### src/rtl/graphics_compositor_if.sv
// Pixel-side bundle of the compositor: layer/palette inputs from the layer generators,
// VGA pins, beam position and game ticks back out.
interface graphics_compositor_if #(
  parameter int unsigned NUM_LAYERS = 4,
  parameter int unsigned CONV       = 0
);
  logic [NUM_LAYERS-1:0]   i_layer;
  logic [6*NUM_LAYERS-1:0] i_palette;
  logic [5:0]              i_bg_color;
  logic [NUM_LAYERS-1:0]   i_collide_mask_a;
  logic [NUM_LAYERS-1:0]   i_collide_mask_b;
  logic                    i_game_start_pulse;
  logic                    o_hsync;
  logic                    o_vsync;
  logic [1:0]              o_red;
  logic [1:0]              o_green;
  logic [1:0]              o_blue;
  logic [9-CONV:0]         o_hpos;
  logic [9-CONV:0]         o_vpos;
  logic                    o_frame_tick;
  logic                    o_game_tick;
  logic                    o_game_tick_r;
  logic                    o_row_tick;
  logic                    o_collision;
  logic                    o_collision_pulse;

  modport master (
    output i_layer, i_palette, i_bg_color, i_collide_mask_a, i_collide_mask_b,
           i_game_start_pulse,
    input  o_hsync, o_vsync, o_red, o_green, o_blue, o_hpos, o_vpos, o_frame_tick,
           o_game_tick, o_game_tick_r, o_row_tick, o_collision, o_collision_pulse
  );

  modport slave (
    input  i_layer, i_palette, i_bg_color, i_collide_mask_a, i_collide_mask_b,
           i_game_start_pulse,
    output o_hsync, o_vsync, o_red, o_green, o_blue, o_hpos, o_vpos, o_frame_tick,
           o_game_tick, o_game_tick_r, o_row_tick, o_collision, o_collision_pulse
  );
endinterface

### src/rtl/graphics_compositor.sv
// VGA back end: timing counters, 2-stage priority compositor with per-layer palette,
// frame/game/row ticks and masked sticky collision detection.
module graphics_compositor #(
  parameter int unsigned H_DISPLAY  = 640,
  parameter int unsigned H_FRONT    = 16,
  parameter int unsigned H_SYNC     = 96,
  parameter int unsigned H_BACK     = 48,
  parameter int unsigned V_DISPLAY  = 480,
  parameter int unsigned V_FRONT    = 10,
  parameter int unsigned V_SYNC     = 2,
  parameter int unsigned V_BACK     = 33,
  parameter int unsigned SYNC_NEG   = 1,
  parameter int unsigned NUM_LAYERS = 4,
  parameter int unsigned TICK_DIV   = 3,
  parameter int unsigned ROW_BIT    = 5,
  parameter int unsigned CONV       = 0
) (
  input logic                   clk,
  input logic                   rst,
  graphics_compositor_if.slave  bus
);
  localparam int unsigned HTotal   = H_DISPLAY + H_FRONT + H_SYNC + H_BACK;
  localparam int unsigned VTotal   = V_DISPLAY + V_FRONT + V_SYNC + V_BACK;
  localparam int unsigned HSyncBeg = H_DISPLAY + H_FRONT;
  localparam int unsigned VSyncBeg = V_DISPLAY + V_FRONT;
  localparam int unsigned WinW     = (NUM_LAYERS > 1) ? $clog2(NUM_LAYERS) : 1;
  localparam int unsigned DivW     = (TICK_DIV > 1) ? $clog2(TICK_DIV) : 1;
  localparam logic        SyncIdle = 1'(SYNC_NEG);

  logic [9:0]      hpos_q, vpos_q;
  logic            h_end, v_end;
  logic            hs_raw, vs_raw, disp_raw;
  logic [WinW-1:0] win_d, win_q;
  logic            any_q, de_q, hs1_q, vs1_q;
  logic [5:0]      rgb_d, rgb_q;
  logic            hsync_q, vsync_q;
  logic            frame_q, game_tick, game_r_q;
  logic [DivW-1:0] div_q;
  logic            vbit_q, row_q;
  logic [NUM_LAYERS-1:0] a_hit, b_hit;
  logic            cross_hit, hit, coll_d, coll_q, pulse_q;

  assign h_end    = (hpos_q == 10'(HTotal - 1));
  assign v_end    = (vpos_q == 10'(VTotal - 1));
  assign hs_raw   = ({1'b0, hpos_q} >= 11'(HSyncBeg)) && ({1'b0, hpos_q} < 11'(HSyncBeg + H_SYNC));
  assign vs_raw   = ({1'b0, vpos_q} >= 11'(VSyncBeg)) && ({1'b0, vpos_q} < 11'(VSyncBeg + V_SYNC));
  assign disp_raw = ({1'b0, hpos_q} < 11'(H_DISPLAY)) && ({1'b0, vpos_q} < 11'(V_DISPLAY));

  always_ff @(posedge clk or posedge rst) begin
    if (rst) begin
      hpos_q <= '0;
      vpos_q <= '0;
    end else begin
      hpos_q <= h_end ? 10'd0 : hpos_q + 10'd1;
      if (h_end) vpos_q <= v_end ? 10'd0 : vpos_q + 10'd1;
    end
  end

  // Highest set bit wins: later iterations overwrite lower indices.
  always_comb begin
    win_d = '0;
    for (int unsigned k = 0; k < NUM_LAYERS; k++) begin
      if (bus.i_layer[k]) win_d = WinW'(k);
    end
  end

  always_comb begin
    rgb_d = '0;
    if (de_q) rgb_d = any_q ? bus.i_palette[int'(win_q) * 6 +: 6] : bus.i_bg_color;
  end

  always_ff @(posedge clk or posedge rst) begin
    if (rst) begin
      win_q   <= '0;
      any_q   <= 1'b0;
      de_q    <= 1'b0;
      hs1_q   <= 1'b0;
      vs1_q   <= 1'b0;
      rgb_q   <= '0;
      hsync_q <= SyncIdle;
      vsync_q <= SyncIdle;
    end else begin
      win_q   <= win_d;
      any_q   <= |bus.i_layer;
      de_q    <= disp_raw;
      hs1_q   <= hs_raw;
      vs1_q   <= vs_raw;
      rgb_q   <= rgb_d;
      hsync_q <= hs1_q ^ SyncIdle;
      vsync_q <= vs1_q ^ SyncIdle;
    end
  end

  assign game_tick = frame_q && (div_q == DivW'(TICK_DIV - 1));

  always_ff @(posedge clk or posedge rst) begin
    if (rst) begin
      frame_q  <= 1'b0;
      div_q    <= '0;
      game_r_q <= 1'b0;
      vbit_q   <= 1'b0;
      row_q    <= 1'b0;
    end else begin
      frame_q  <= h_end && v_end;
      if (frame_q) div_q <= game_tick ? '0 : div_q + DivW'(1);
      game_r_q <= game_tick;
      vbit_q   <= vpos_q[ROW_BIT];
      row_q    <= vpos_q[ROW_BIT] & ~vbit_q;
    end
  end

  assign a_hit = bus.i_layer & bus.i_collide_mask_a;
  assign b_hit = bus.i_layer & bus.i_collide_mask_b;

  // A layer in both masks only collides when some other layer is lit as well.
  always_comb begin
    cross_hit = 1'b0;
    for (int unsigned i = 0; i < NUM_LAYERS; i++) begin
      for (int unsigned j = 0; j < NUM_LAYERS; j++) begin
        if (i != j && a_hit[i] && b_hit[j]) cross_hit = 1'b1;
      end
    end
    hit = disp_raw && (cross_hit || ((|(a_hit & b_hit)) &&
          ((bus.i_layer & (bus.i_layer - NUM_LAYERS'(1))) != '0)));
    coll_d = coll_q;
    if (bus.i_game_start_pulse) coll_d = 1'b0;
    else if (hit)               coll_d = 1'b1;
  end

  always_ff @(posedge clk or posedge rst) begin
    if (rst) begin
      coll_q  <= 1'b0;
      pulse_q <= 1'b0;
    end else begin
      coll_q  <= coll_d;
      pulse_q <= coll_d & ~coll_q;
    end
  end

  assign bus.o_hpos            = hpos_q[9:CONV];
  assign bus.o_vpos            = vpos_q[9:CONV];
  assign bus.o_hsync           = hsync_q;
  assign bus.o_vsync           = vsync_q;
  assign bus.o_red             = rgb_q[5:4];
  assign bus.o_green           = rgb_q[3:2];
  assign bus.o_blue            = rgb_q[1:0];
  assign bus.o_frame_tick      = frame_q;
  assign bus.o_game_tick       = game_tick;
  assign bus.o_game_tick_r     = game_r_q;
  assign bus.o_row_tick        = row_q;
  assign bus.o_collision       = coll_q;
  assign bus.o_collision_pulse = pulse_q;
endmodule

### src/flat_wrapper.sv
// flat-port wrapper written by rule: the top's interface ports become plain ports
module graphics_compositor_flat 
#(
  parameter int unsigned H_DISPLAY  = 640,
  parameter int unsigned H_FRONT    = 16,
  parameter int unsigned H_SYNC     = 96,
  parameter int unsigned H_BACK     = 48,
  parameter int unsigned V_DISPLAY  = 480,
  parameter int unsigned V_FRONT    = 10,
  parameter int unsigned V_SYNC     = 2,
  parameter int unsigned V_BACK     = 33,
  parameter int unsigned SYNC_NEG   = 1,
  parameter int unsigned NUM_LAYERS = 4,
  parameter int unsigned TICK_DIV   = 3,
  parameter int unsigned ROW_BIT    = 5,
  parameter int unsigned CONV       = 0
)
  (clk, rst, bus_i_layer, bus_i_palette, bus_i_bg_color, bus_i_collide_mask_a, bus_i_collide_mask_b, bus_i_game_start_pulse, bus_o_hsync, bus_o_vsync, bus_o_red, bus_o_green, bus_o_blue, bus_o_hpos, bus_o_vpos, bus_o_frame_tick, bus_o_game_tick, bus_o_game_tick_r, bus_o_row_tick, bus_o_collision, bus_o_collision_pulse);
  graphics_compositor_if #(.NUM_LAYERS(NUM_LAYERS), .CONV(CONV)) bus_i ();
  input logic clk;
  input logic rst;
  input wire logic [$bits(bus_i.i_layer)-1:0] bus_i_layer;
  input wire logic [$bits(bus_i.i_palette)-1:0] bus_i_palette;
  input wire logic [$bits(bus_i.i_bg_color)-1:0] bus_i_bg_color;
  input wire logic [$bits(bus_i.i_collide_mask_a)-1:0] bus_i_collide_mask_a;
  input wire logic [$bits(bus_i.i_collide_mask_b)-1:0] bus_i_collide_mask_b;
  input wire logic [$bits(bus_i.i_game_start_pulse)-1:0] bus_i_game_start_pulse;
  output wire logic [$bits(bus_i.o_hsync)-1:0] bus_o_hsync;
  output wire logic [$bits(bus_i.o_vsync)-1:0] bus_o_vsync;
  output wire logic [$bits(bus_i.o_red)-1:0] bus_o_red;
  output wire logic [$bits(bus_i.o_green)-1:0] bus_o_green;
  output wire logic [$bits(bus_i.o_blue)-1:0] bus_o_blue;
  output wire logic [$bits(bus_i.o_hpos)-1:0] bus_o_hpos;
  output wire logic [$bits(bus_i.o_vpos)-1:0] bus_o_vpos;
  output wire logic [$bits(bus_i.o_frame_tick)-1:0] bus_o_frame_tick;
  output wire logic [$bits(bus_i.o_game_tick)-1:0] bus_o_game_tick;
  output wire logic [$bits(bus_i.o_game_tick_r)-1:0] bus_o_game_tick_r;
  output wire logic [$bits(bus_i.o_row_tick)-1:0] bus_o_row_tick;
  output wire logic [$bits(bus_i.o_collision)-1:0] bus_o_collision;
  output wire logic [$bits(bus_i.o_collision_pulse)-1:0] bus_o_collision_pulse;
  assign bus_i.i_layer = bus_i_layer;
  assign bus_i.i_palette = bus_i_palette;
  assign bus_i.i_bg_color = bus_i_bg_color;
  assign bus_i.i_collide_mask_a = bus_i_collide_mask_a;
  assign bus_i.i_collide_mask_b = bus_i_collide_mask_b;
  assign bus_i.i_game_start_pulse = bus_i_game_start_pulse;
  assign bus_o_hsync = bus_i.o_hsync;
  assign bus_o_vsync = bus_i.o_vsync;
  assign bus_o_red = bus_i.o_red;
  assign bus_o_green = bus_i.o_green;
  assign bus_o_blue = bus_i.o_blue;
  assign bus_o_hpos = bus_i.o_hpos;
  assign bus_o_vpos = bus_i.o_vpos;
  assign bus_o_frame_tick = bus_i.o_frame_tick;
  assign bus_o_game_tick = bus_i.o_game_tick;
  assign bus_o_game_tick_r = bus_i.o_game_tick_r;
  assign bus_o_row_tick = bus_i.o_row_tick;
  assign bus_o_collision = bus_i.o_collision;
  assign bus_o_collision_pulse = bus_i.o_collision_pulse;
  graphics_compositor #(.H_DISPLAY(H_DISPLAY), .H_FRONT(H_FRONT), .H_SYNC(H_SYNC), .H_BACK(H_BACK), .V_DISPLAY(V_DISPLAY), .V_FRONT(V_FRONT), .V_SYNC(V_SYNC), .V_BACK(V_BACK), .SYNC_NEG(SYNC_NEG), .NUM_LAYERS(NUM_LAYERS), .TICK_DIV(TICK_DIV), .ROW_BIT(ROW_BIT), .CONV(CONV)) u_core (.clk(clk), .rst(rst), .bus(bus_i));
endmodule
### config.mk
export PLATFORM = sky130hd
export DESIGN_NAME = graphics_compositor_flat
export DESIGN_NICKNAME = d
export VERILOG_FILES = /design/src/rtl/graphics_compositor_if.sv /design/src/rtl/graphics_compositor.sv /design/src/flat_wrapper.sv
export SDC_FILE = /design/constraint.sdc
export NUM_CORES = 1
export LEC_CHECK = 0
export ABC_AREA = 1
export BUFFER_PORTS_ARGS = -buffer_cell sky130_fd_sc_hd__buf_4
export CAP_MARGIN = 0
export CORE_UTILIZATION = 50
export DETAILED_ROUTE_END_ITERATION = 8
export PLACE_DENSITY = 0.8
export SKIP_LAST_GASP = 1
export SLEW_MARGIN = 25
export SYNTH_ARGS = -nofsm -noshare
export SYNTH_HDL_FRONTEND = slang
export SYNTH_SLANG_ARGS = --single-unit
### constraint.sdc
create_clock -name clk -period 1.54 [get_ports clk]
set_input_delay 0.154 -clock clk [delete_from_list [all_inputs] [get_ports clk]]
set_output_delay 0.154 -clock clk [all_outputs]
set_load 0.005 [all_outputs]
== Word level (Yosys, flattened, before mapping) ==
Index checks and enable logic that the tools add are counted.

* $add $sub $neg: 4
* Multiply operators: 1
* Order comparisons: 6
* Equality and inequality tests: 3
* Shift operators: 1
* Mux-type cells: 22
* Bitwise gates (word level): 10
* Reduce and logical (&&, ||, !) cells: 23

{| class="wikitable"
|+ Operators with widths
! cell !! number
|-
| variable part select 24 x 32 -> 6 bit || 1
|-
| adder 10 x 1 -> 10 bit (second input constant) || 2
|-
| == test 10 bit (second input constant) || 2
|-
| < comparator 10 bit (second input constant) || 2
|-
| < comparator 10 x 9 -> 1 bit (second input constant) || 2
|-
| two-way mux 10 bit || 2
|-
| logical AND 1 bit || 19
|-
| bitwise AND 4 bit || 4
|-
| two-way mux 1 bit || 15
|-
| two-way mux 6 bit || 2
|-
| >= comparator 10 bit (second input constant) || 1
|-
| >= comparator 10 x 9 -> 1 bit (second input constant) || 1
|-
| OR reduction 4 bit || 2
|-
| two-way mux 2 bit || 3
|-
| multiplier 2 x 2 -> 4 bit (second input constant) || 1
|-
| inverter 1 bit || 4
|-
| nonzero test 4 bit || 1
|-
| subtractor 4 x 1 -> 4 bit (second input constant) || 1
|-
| adder 2 x 1 -> 2 bit (second input constant) || 1
|-
| bitwise AND 1 bit || 2
|-
| == test 2 bit (second input constant) || 1
|-
| logical OR 1 bit || 1
|}

* Register bits after elaboration: 42
* Input port bits: 45
* Word-level logic and storage cells: 87

== Depth between registers and ports, before layout ==
Gate-level depths: netlist of the first run.

* Word-level depth: 19
* Depth in mapped cells: 8

== Worst setup path before layout of the first run ==
No wires, ideal clock.

* Path type: reg-to-reg
* From: register u_core.hpos_q[0] (netlist: u_core.bus.o_hpos[0])
* To: register u_core.vpos_q[7] (netlist: u_core.bus.o_vpos[7])
* Arrival: 1.313 ns
* Path slack: 0.104 ns
* Cell stages (with the launch flop): 8
* Path buffers: 0
* Path through: dfrtp_1 -> ha_1 -> nand2_2 -> nor2_4 -> nand4_2 -> nor2_1 -> nand2_1 -> xor2_1

* Longest elaborated chain between the ends: 1

{| class="wikitable"
|+ RTL lines
! item !! RTL line !! source
|-
| from (decl) || graphics_compositor.sv:30 || <nowiki>logic [9:0] hpos_q, vpos_q;</nowiki>
|-
| from (signal assigned) || graphics_compositor.sv:54 || <nowiki>hpos_q <= h_end ? 10'd0 : hpos_q + 10'd1;</nowiki>
|-
| == test 10 bit || graphics_compositor.sv:43 || <nowiki>assign h_end = (hpos_q == 10'(HTotal - 1));</nowiki>
|-
| to (signal assigned) || graphics_compositor.sv:55 || <nowiki>if (h_end) vpos_q <= v_end ? 10'd0 : vpos_q + 10'd1;</nowiki>
|-
| to (decl) || graphics_compositor.sv:30 ||
|}

No other way between the ends.
A chain may end at the register's enable or synchronous reset.

== Final worst setup path of the first run ==
* From: register u_core.hpos_q[5] (netlist: u_core.bus.o_hpos[5])
* To: register u_core.vpos_q[5] (netlist: u_core.bus.o_vpos[5])

The elaborated chain is that of the path after synthesis.

==> results.txt, run 1 <==
Antenna Diode Count -> 0
Die area -> 4770 um^2
Multiplexer area fraction after synthesis -> 2.67%
DRC viols -> 0
Via count -> 2169
Largest net degree at the start of global routing -> 43
Die Y -> 69.1 um
RSZ-0062 raised after global routing -> yes
Starting density of the core -> 52.0%
Synthesis-to-finish area growth -> 38.4%
Share of layout cells above drive strength 1 -> 29.9%
Buffers added on ports -> 78
Worst Path Max Fanout -> 10
Commonest non-fill, non-tap cells in the layout -> 89 x buf_4, 53 x inv_1, 49 x nand2_1
GR Overflow Total -> 0
Num CTS Buffers -> 5
Clock latency on the worst-skew pair -> 0.29 ns
Worst-path clk slew -> 0.08 ns
WL final -> 5150 um
TNS Setup -> 0 ns
Global-route wire length before repair -> 8990 um
Distinct cells, synth -> 27
Startpoint Class -> flop
Post-synthesis adder-cell area fraction -> 2.22%
Synth Area per Inst -> 7.81 um^2
Fmax -> 0.698 GHz
Synth Area in Simple Gates -> 26.7%
Clk buf depth -> 2
Worst relative slew slack -> 64.8%
WP data arrival -> 1.62 ns
Die Wd -> 69.1 um
Status -> completed
Crit Path Class -> reg -> reg
Fin crit period -> 1.43 ns
1st-pass router iterations -> 4
Worst IR Drop VDD -> 0.562 mV
Site Rows -> 24
Fin. Hold Viols -> 0
Final hold slack -> 0.0295 ns
Hold Crit Class -> in -> reg
Syn_nets -> 337
Fin nets -> 432
Synth top area cells -> dfrtp_1 44%, inv_1 9.0%, nand2_1 8.2%, nor2_1 6.2%, o21ai_0 5.1%
CTS Sinks -> 42
Worst EP required -> 1.73 ns
Cells after synthesis -> 288
Worst-Margin Slew -> 0.529 ns
Vias per inst -> 4.97
Seq/Total Area, Yosys -> 46.8%
Mapped Area -> 2250 um^2
Root buf cell -> clkbuf_8
Synth Area in Compound Gates -> 9.18%
Vias in the first global route -> 2091
Area share of the largest cell type after synthesis -> 44.5%
Period utilization -> 93.0%
Initial antenna violation count -> 0
Most common cell after layout, fill and taps aside -> buf_4
H-tree levels -> 2
Final setup vio count -> 0
ANT nets after route -> 0
Dpl hpwl -> 3940 um
Clk_skew -> 0.00783 ns
IO Count -> 79
Power per standard cell area -> 687 nW/um^2
Largest family of logic cells by synthesized area -> simple AND/OR/NAND/NOR gates
Leakage -> 1.70 nW
CTS tree -> yes
GP Congestion -> 0.833
Post-synth top area cell -> dfrtp_1
Slew Viols, Final -> 0
Synth Area in XOR/XNOR -> 2.34%
Setup crit end kind -> flop
All-Layer GR Usage -> 23.1%
Seq cells post-synth -> 42
Core area -> 4320 um^2
Count of filler cells inserted in the layout -> 361
DRT iter0 DRCs -> 178
Max-Cap Viols -> 0
Drt wl/cell -> 11.8 um
Synth Warn # -> 0
## cell type report
type / count / area [um^2] / share of cell area, %
clock buffer: 6 / 82.6 / 2.65
timing repair buffer: 91 / 698 / 22.4
sequential: 42 / 1060 / 33.9
clock inverter: 2 / 12.5 / 0.402
inverter: 56 / 210 / 6.75
multi-input combinational: 187 / 988 / 31.8
tap: 52 / 65.1 / 2.09
## per-stage QoR
| step | cells | cell area [um^2] | worst slack, ns | utilization [%] | power, W |
|---|---|---|---|---|---|
| floorplan | 288 | 2250 | 0.104 | - | 0.00128 |
| global placement | 425 | 2970 | 0.117 | 68.7 | 0.00142 |
| detailed placement | 425 | 2970 | 0.0259 | 68.7 | 0.00143 |
| CTS | 434 | 3080 | 0.0141 | 71.2 | 0.00216 |
| global route | 436 | 3110 | -0.0273 | 72.0 | 0.00224 |
| finish | 436 | 3110 | 0.107 | 72.0 | 0.00214 |
## where the power goes
group          internal (W)  total (W)  leakage [nW]  switching [W]
logic              0.000148   0.000260          1.12       0.000112
registers           0.00113    0.00115         0.531      0.0000204
clock network      0.000360   0.000728        0.0472       0.000368
## worst max-delay path, cell delays in order (launching register included)
cell and delay, ns:
dfrtp_2 0.45, inv_1 0.10, nand4_1 0.22, nor3_4 0.27
buf_12 0.15, inv_2 0.05, nand2_1 0.05, o21ai_1 0.06
## synthesized netlist by cell type
library cell and number:
o21ai_1 2, buf_2 1, or3_1 1, o22ai_1 6, nor2_1 37, nor2_4 1
nor3_1 11, nand4_2 1, nor3_2 2, buf_4 1, mux2i_1 6, ha_1 4
nand2_1 49, nand2_2 2, nand3_1 20, a21oi_1 7, dfrtp_1 40, dfstp_2 2
nand4_1 6, nor4_1 1, a2bb2oi_1 1, xor2_1 6, inv_1 54, o21ai_0 23
nor3_4 1, inv_2 2, clkbuf_1 1
## cell families after synthesis
family / after synthesis
flip-flops: 42
adder cells (fa/ha/maj): 4
AND/OR/NAND/NOR: 132
AO/OA/AOI/OAI: 39
XOR/XNOR: 6
multiplexers: 6
buffers and inverters: 59
## worst paths after layout
kind,start,to,slack [ns],cells after the start
max,u_core.bus.o_hpos[5]$_DFF_PP0_,u_core.bus.o_vpos[5]$_DFFE_PP0N_,0.11,7
min,bus_i_game_start_pulse,u_core.bus.o_collision$_DFF_PP0_,0.03,2
max reg2reg,u_core.bus.o_hpos[5]$_DFF_PP0_,u_core.bus.o_vpos[5]$_DFFE_PP0N_,0.11,7
min reg2reg,u_core.vs1_q$_DFF_PP0_,u_core.bus.o_vsync$_DFF_PP1_,0.36,1
max in group asynchronous,rst,u_core.win_q[0]$_DFF_PP0_,0.58,4
min in group asynchronous,rst,u_core.bus.o_game_tick_r$_DFF_PP0_,0.55,4
## timing repair
action | in CTS | in global routing
buffers inserted | 0 | 2
endpoints found under the hold margin | 9 | 0
gates resized for setup | 0 | 7
endpoints found under the setup margin | 0 | 11
hold buffers | 1 | 0
## registers in the layout, indices dropped and copies added, names as in the netlist
name                          cells
u_core.any_q                      1
u_core.bus.o_collision            1
u_core.bus.o_collision_pulse      1
u_core.bus.o_frame_tick           1
u_core.bus.o_game_tick_r          1
u_core.bus.o_hpos                10
u_core.bus.o_hsync                1
u_core.bus.o_row_tick             1
u_core.bus.o_vpos                10
u_core.bus.o_vsync                1
u_core.de_q                       1
u_core.div_q                      2
u_core.hs1_q                      1
u_core.rgb_q                      6
u_core.vbit_q                     1
u_core.vs1_q                      1
u_core.win_q                      2
## routing by layer
metal,part of all wire [%],vias up,track usage [%]
li1,-,1116,-
met1,44,974,28.8
met2,49,71,39.6
met3,6.2,8,6.87
met4,1.0,0,5.22
met5,0,-,0
(Power assumes the default switching activity.)
==> run 2, diff against run 1 <==
--- a/config.mk
+++ b/config.mk
@@ -11,6 +11,7 @@
 export CORE_UTILIZATION = 50
 export DETAILED_ROUTE_END_ITERATION = 8
 export PLACE_DENSITY = 0.8
+export REMOVE_ABC_BUFFERS = 1
 export SKIP_LAST_GASP = 1
 export SLEW_MARGIN = 25
 export SYNTH_ARGS = -nofsm -noshare
==> results.txt, run 2 (synthesized netlist as in run 1, its figures left out) <==
Status -> completed
ANT nets after route -> 0
Antenna Diode Count -> 0
Fin crit period -> 1.42 ns
Setup crit end kind -> flop
Leakage -> 1.69 nW
Site Rows -> 24
Startpoint Class -> flop
Count of filler cells inserted in the layout -> 367
Vias per inst -> 4.98
Commonest non-fill, non-tap cells in the layout -> 89 x buf_4, 54 x inv_1, 49 x nand2_1
Worst EP required -> 1.72 ns
Power per standard cell area -> 692 nW/um^2
Vias in the first global route -> 1978
Cell family with most CP delay -> buffers and inverters
Worst Path Max Fanout -> 10
Period utilization -> 92.0%
Most common cell after layout, fill and taps aside -> buf_4
Slew Viols, Final -> 0
H-tree levels -> 2
Final setup vio count -> 0
Top cell by count, worst path -> buf_4
Num CTS Buffers -> 5
GP Congestion -> 0.880
1st-pass router iterations -> 4
Global-route wire length before repair -> 8510 um
CTS Sinks -> 42
Dpl cell area -> 2950 um^2
Footprint of the multi-input gates -> 986 um^2
Buffers added on ports -> 78
WP data arrival -> 1.60 ns
Core area -> 4320 um^2
Die area -> 4770 um^2
Max-Cap Viols -> 0
Dpl hpwl -> 3790 um
Die Wd -> 69.1 um
All-Layer GR Usage -> 21.7%
Clk_skew -> 0.00458 ns
Share of layout cells above drive strength 1 -> 29.2%
Starting density of the core -> 52.0%
Die Y -> 69.1 um
Worst relative slew slack -> 77.0%
Synthesis-to-finish area growth -> 37.2%
Largest net degree at the start of global routing -> 26
CP cell instances -> inv_1 -> nand4_1 -> buf_4 -> nor3_4 -> buf_4 -> inv_2 -> nand2_1 -> o21ai_1
Worst-Margin Slew -> 0.342 ns
Fin. Hold Viols -> 0
Overall Power -> 0.00213 W
Clk buf depth -> 2
WL final -> 4970 um
DRC viols -> 0
GR Overflow Total -> 0
Drt wl/cell -> 11.4 um
Worst stage delay on the critical path -> 0.46 ns
DRT iter0 DRCs -> 143
Fmax -> 0.706 GHz
Final design instance area without fill -> 3090 um^2
Register area -> 1060 um^2
Root buf cell -> clkbuf_8
IO Count -> 79
Fin nets -> 431
Crit Path Class -> reg -> reg
Via count -> 2168
Initial antenna violation count -> 0
Final hold slack -> 0.00750 ns
Slowest CP cell -> dfrtp_1
Worst-path clk slew -> 0.08 ns
CTS tree -> yes
Hold Crit Class -> in -> reg
CP Buf/Inv Count -> 4
Worst IR Drop VDD -> 0.490 mV
Clock latency on the worst-skew pair -> 0.29 ns
run 2: changes by cell type in the layout (fill, tap and decap cells not counted), sizes merged:
cell	previous run	this run
buf	90	89
clkbuf	6	7
clkinvlp	1	0
run 2: final timing paths:
path,startpoint,end,slack [ns],depth (start not counted)
max,u_core.bus.o_hpos[5]$_DFF_PP0_,u_core.bus.o_vpos[5]$_DFFE_PP0N_,0.12,8
min,bus_i_game_start_pulse,u_core.bus.o_collision$_DFF_PP0_,0.008,2
max reg2reg,u_core.bus.o_hpos[5]$_DFF_PP0_,u_core.bus.o_vpos[5]$_DFFE_PP0N_,0.12,8
min reg2reg,u_core.vs1_q$_DFF_PP0_,u_core.bus.o_vsync$_DFF_PP1_,0.35,1
max in group asynchronous,rst,u_core.bus.o_vsync$_DFF_PP1_,0.74,4
min in group asynchronous,rst,u_core.de_q$_DFF_PP0_,0.46,4
run 2: cell type report:
type / count / area share [%]
Clock inverter: 1 / 0.162
Clock buffer: 7 / 2.80
Inverter: 56 / 6.81
Multi-Input combinational cell: 187 / 31.9
Sequential cell: 42 / 34.2
Timing Repair Buffer: 90 / 22.0
Tap cell: 52 / 2.11
run 2: what timing repair did:
| action | 4_1_cts | 5_1_grt |
|---|---|---|
| setup endpoints to repair | 0 | 17 |
| hold buffers | 1 | 0 |
| endpoints found under the hold margin | 40 | 0 |
| resized for setup | 0 | 6 |
| buffers inserted | 0 | 2 |
run 2: power breakdown:
part / internal (W) / total, W / switching, W
registers: 0.00113 / 0.00115 / 0.0000200
clock network: 0.000362 / 0.000727 / 0.000365
logic: 0.000149 / 0.000258 / 0.000109
total: 0.00164 / 0.00213 / 0.000494
run 2: stage by stage:
step / std cells / utilization [%] / TNS (ns) / setup slack, ns
3_3_place_gp: 424 / 68.3 / 0 / 0.0817
3_5_place_dp: 424 / 68.3 / 0 / 0.0393
2_1_floorplan: 285 / - / 0 / 0.102
5_1_grt: 435 / 71.4 / -0.0459 / -0.0340
4_1_cts: 433 / 70.6 / 0 / 0.0277
6_report: 435 / 71.4 / 0 / 0.123
run 2: metal layers:
| layer | share of wire, % | GRT usage (%) |
|---|---|---|
| met1 | 44 | 27.1 |
| met2 | 50 | 37.6 |
| met3 | 5.0 | 5.70 |
| met4 | 0.58 | 4.54 |
| met5 | 0 | 0 |
